### src/rtl/serial_tx_shifter.sv
// Parallel-in, serial-out frame transmitter: start bit (0), DATA_W data bits LSB first,
// stop bit (1), each bit held on tx for CLKS_PER_BIT clocks.
module serial_tx_shifter #(
    parameter int DATA_W       = 8,
    parameter int CLKS_PER_BIT = 4
) (
    input  logic              clk,
    input  logic              rst,
    input  logic              start,
    input  logic [DATA_W-1:0] data_in,
    output logic              tx,
    output logic              busy,
    output logic              done,
    output logic [1:0]        state_dbg
);

    localparam int BAUD_W = (CLKS_PER_BIT > 1) ? $clog2(CLKS_PER_BIT) : 1;
    localparam int BIT_W  = (DATA_W > 1) ? $clog2(DATA_W) : 1;
    localparam logic [BAUD_W-1:0] LAST_BAUD = BAUD_W'(CLKS_PER_BIT - 1);
    localparam logic [BIT_W-1:0]  LAST_BIT  = BIT_W'(DATA_W - 1);

    typedef enum logic [1:0] {
        ST_IDLE  = 2'd0,
        ST_START = 2'd1,
        ST_DATA  = 2'd2,
        ST_STOP  = 2'd3
    } state_t;

    state_t              state, state_next;
    logic [DATA_W-1:0]   shift_reg, shift_next;
    logic [BIT_W-1:0]    bit_cnt, bit_cnt_next;
    logic [BAUD_W-1:0]   baud_cnt, baud_next;
    logic                tx_next, busy_next, done_next;
    logic                bit_end;
    logic [DATA_W-1:0]   shift_dn;

    // Request handshake: start is a level request that is only honoured on an edge
    // where the transmitter is IDLE; that edge captures data_in. There is no ready
    // output -- busy low means the next edge will accept start, and requests made
    // while busy are dropped rather than queued.

    assign bit_end   = (baud_cnt == LAST_BAUD);
    assign shift_dn  = shift_reg >> 1;
    assign state_dbg = state;

    always_ff @(posedge clk or posedge rst) begin
        if (rst) begin
            state     <= ST_IDLE;
            shift_reg <= '0;
            bit_cnt   <= '0;
            baud_cnt  <= '0;
            tx        <= 1'b1;
            busy      <= 1'b0;
            done      <= 1'b0;
        end else begin
            state     <= state_next;
            shift_reg <= shift_next;
            bit_cnt   <= bit_cnt_next;
            baud_cnt  <= baud_next;
            tx        <= tx_next;
            busy      <= busy_next;
            done      <= done_next;
        end
    end

    // tx/busy/done are computed one cycle ahead so the ports come straight off flops.
    always_comb begin
        state_next   = state;
        shift_next   = shift_reg;
        bit_cnt_next = bit_cnt;
        baud_next    = bit_end ? '0 : baud_cnt + BAUD_W'(1);
        tx_next      = tx;
        busy_next    = busy;
        done_next    = 1'b0;

        unique case (state)
            ST_IDLE: begin
                tx_next   = 1'b1;
                busy_next = 1'b0;
                baud_next = '0;
                if (start) begin
                    state_next   = ST_START;
                    shift_next   = data_in;
                    bit_cnt_next = '0;
                    tx_next      = 1'b0;
                    busy_next    = 1'b1;
                end
            end
            ST_START: begin
                if (bit_end) begin
                    state_next   = ST_DATA;
                    bit_cnt_next = '0;
                    tx_next      = shift_reg[0];
                end
            end
            ST_DATA: begin
                if (bit_end) begin
                    if (bit_cnt == LAST_BIT) begin
                        state_next = ST_STOP;
                        tx_next    = 1'b1;
                    end else begin
                        shift_next   = shift_dn;
                        tx_next      = shift_dn[0];
                        bit_cnt_next = bit_cnt + BIT_W'(1);
                    end
                end
            end
            ST_STOP: begin
                if (bit_end) begin
                    state_next = ST_IDLE;
                    tx_next    = 1'b1;
                    busy_next  = 1'b0;
                    done_next  = 1'b1;
                end
            end
            default: begin
                state_next = ST_IDLE;
                tx_next    = 1'b1;
                busy_next  = 1'b0;
            end
        endcase
    end

endmodule

### config.mk
export PLATFORM = sky130hd
export DESIGN_NAME = serial_tx_shifter
export DESIGN_NICKNAME = d
export VERILOG_FILES = /design/src/rtl/serial_tx_shifter.sv
export SDC_FILE = /design/constraint.sdc
export NUM_CORES = 1
export LEC_CHECK = 0
export ABC_AREA = 0
export CAP_MARGIN = 10
export CORE_ASPECT_RATIO = 1.5
export CORE_MARGIN = 10
export CORE_UTILIZATION = 35
export CTS_BUF_LIST = sky130_fd_sc_hd__clkbuf_4
export CTS_CLUSTER_DIAMETER = 80
export DETAILED_ROUTE_END_ITERATION = 12
export DONT_BUFFER_PORTS = 1
export PLACE_DENSITY_LB_ADDON = 0.12
export SLEW_MARGIN = 10
export SYNTH_ARGS = -nofsm -noshare
export SYNTH_HDL_FRONTEND = slang
export SYNTH_SLANG_ARGS = --single-unit
### constraint.sdc
create_clock -name clk -period 1.75 [get_ports clk]
set_input_delay 0.35 -clock clk [delete_from_list [all_inputs] [get_ports clk]]
set_output_delay 0.35 -clock clk [all_outputs]
set_load 0.02 [all_outputs]
==> results.md <==
* Status: completed
* Ys Warns at 0
* Setup Crit Path Kind: reg -> reg
* Leakage at 0.000540 uW
* Wire length per cell at 15.4 um
* CP max FO at 8
* Horiz. Die Dim at 63.2 um
* Vias at 686
* Core Box Area at 2680 sq um
* CTS Buf Count at 3
* Die ar. at 5360 sq um
* Non-filler cells, final at 137
* Worst Tran Pin Value at 0.338 ns
* Vias per cell at 5.01
* Most used cell, CP: ha_2
* Ranking of synthesized cells by area: dfrtp_1 (43%), mux2_2 (16%), ha_1 (8.9%)
* Synth Flop Type: dfrtp_1
* Routed WL at 2.11 mm
* Vias in the first global route at 774
* CTS clock-pin slew for the worst setup and hold paths at 0.12 ns
* Register area share after synthesis at 46.0%
* Worst min path class: in -> reg
* GRT Total Usage at 8.28%
* CP Cell Sequence: ha_2 -> ha_2 -> nand3b_1 -> a21boi_4 -> buf_12 -> mux2_2
* Vert. Die Dim at 84.8 um
* Pre-CTS setup slack at -0.00981 ns
* I/O Pins at 16
* Port Buf Inserts at 0
* Initial DRT Pass Iterations at 4
* H-tree depth at 1
* DR iter-0 viols at 11
* Mapped Nets at 98
* Buffers & Inverters on Critical Path at 1
* Cell area after placement at 1120 sq um
* Fmax at 591 MHz
* CTS sink count at 18
* Drt drc at 0
* Post-Syn Instances at 80
* Fillers at 282
* Fraction of layout cells with a size suffix above 1 at 47.0%
* Async SR Flop Fraction at 100%
* CP peak stage delay at 0.40 ns
* Placed Cells at 129
* Final nets at 119
* Worst Setup Slack, final at 0.0568 ns
* Worst-case clock buffer depth at 2
* CP startpoint kind: flip-flop
* Clk root buf: clkbuf_4
* FP Rows at 23
* Setup violators final at 0
* Hold slack at 0.202 ns
* CP Capture Type: flip-flop
* Synthesis-stage register bit count at 18
* Final count of pins violating max slew at 0
* Max cap viols at 0
* Area growth from synthesis to layout at 22.6%
* RSZ-0062 raised after global routing: yes
* EDFF count, synth at 0
* Fin area at 1200 sq um
* GPL Wtd Cong at 0.691
* Initial Util at 36.7%
* Netlist cell types at 31
* Rel. slew slack at 77.4%
* DRT antenna net count at 0
* Slowest CP cell: dfrtp_1
* Utilization after layout at 44.9%
* Cell area after synthesis at 981 sq um
* CTS tree: yes
* Synth top area share at 43.4%
* Initial antenna violation count at 0
* CP top delay family: flip-flops
* Final hold viol count at 0
* # diodes at 0
* Final setup skew at 0.0100 ns
* Cell type with the highest aggregate area in the netlist: dfrtp_1
* First-pass GRT wire length at 3.57 mm
* HPWL Detailed at 1.65 mm
* Worst vdd ir at 0.000754 V
* Gr ovfl total at 0
* Critical Path RT at 1.94 ns
* Number of flip-flops under the largest register name at 8
* Synth Area per Inst at 12.3 sq um
* Worst-skew pair later-pin latency at 0.31 ns
* Pin count of the biggest net entering global routing at 11
* Period utilisation layout at 96.8%
* Fin crit period at 1.69 ns
* CP arrival at 1.89 ns
* PD cells at 1950 nW/um^2
-- cell type report --
cell class / instances / area [sq um] / share of cell area [%]
clock buffers: 3 / 22.5 / 1.87
clock inverters: 1 / 3.75 / 0.312
inverters: 7 / 26.3 / 2.19
multi-input cells: 52 / 492 / 40.9
flip-flops and latches: 18 / 454 / 37.8
well taps: 37 / 46.3 / 3.85
repair buffers: 19 / 158 / 13.1
-- cells by family after synthesis --
logic type	share of synthesized area, %
and+or+nand+nor	9.06
AOI/OAI and AO/OA	12.6
adders and majority gates	8.93
muxes	18.2
buffers and inverters	5.10
DFF	46.0
-- cells in the final DEF, fill, tap and decap left out --
cell type and instances:
nand2b_1 2, mux2_2 14, o21bai_1 1, a211oi_1 1
a41oi_1 1, ha_2 5, nand2_1 3, dfstp_2 1
ha_1 2, a31o_2 1, a32o_1 1, clkinv_1 1
clkbuf_4 3, and2_1 1, and4b_1 1, a21boi_4 1
buf_12 1, nor3_2 1, o21ai_0 3, mux2_1 1
nand3b_1 1, o32a_1 1, inv_1 7, dlygate4sd3_1 1
nand4_1 2, a22o_1 2, nor2_1 2, nor3_1 1
a2bb2oi_1 1, dfrtp_1 15, mux2i_1 1, buf_4 17
nor2b_1 1, dfrtp_2 2, o221a_2 1
-- where the power goes --
group          internal (uW)  switching (uW)  leakage, uW
clock network           83.3             143    0.0000154
logic                    775             593     0.000306
registers                617             136     0.000219
-- per-stage QoR --
stage	setup TNS, ns	power, uW
final	0	2350
after global routing	-0.0239	2520
after CTS	0	2330
after detailed placement	-0.0550	2010
after global placement	-0.0109	1990
after floorplan	0	1630
-- what timing repair did --
action / in CTS / in global routing
setup endpoints to repair: 7 / 11
hold endpoints to repair: 7 / 0
pin swaps: 1 / 3
buffers inserted: 1 / 2
resized for setup: 0 / 5
hold buffers: 1 / 0
-- worst reg2reg max path, cell delays in order (launching register included) --
cell      delay, ns
dfrtp_1        0.40
ha_2           0.18
ha_2           0.16
nand3b_1       0.19
a21boi_4       0.19
buf_12         0.14
mux2_2         0.33
-- final timing paths --
kind | cells past startpoint | startpoint | slack [ns] | to
min | 2 | data_in[7] | 0.20 | shift_reg[7]$_DFFE_PP0P_
min in group asynchronous | 2 | rst | 0.43 | shift_reg[5]$_DFFE_PP0P_
min reg2reg | 1 | baud_cnt[0]$_DFF_PP0_ | 0.44 | baud_cnt[0]$_DFF_PP0_
max | 6 | bit_cnt[0]$_DFFE_PP0P_ | 0.06 | shift_reg[1]$_DFFE_PP0P_
max reg2reg | 6 | bit_cnt[0]$_DFFE_PP0P_ | 0.06 | shift_reg[1]$_DFFE_PP0P_
max in group asynchronous | 3 | rst | 0.85 | bit_cnt[0]$_DFFE_PP0P_
-- layer usage --
metal / routed length, um / vias up / GRT usage (%)
met5: 0 / - / 0
met4: 31 / 0 / 4.19
met3: 164 / 4 / 3.95
met2: 1120 / 13 / 14.4
met1: 790 / 340 / 8.01
li1: - / 329 / -
-- cell usage after synthesis, types with 2 or more instances --
master,instances
dfrtp_1,17
mux2_2,14
ha_1,7
inv_1,7
nand2_1,3
o21ai_0,3
a22o_1,2
nand2b_1,2
nand4_1,2
nor2_1,2
Power figures use the tool's default switching activity.
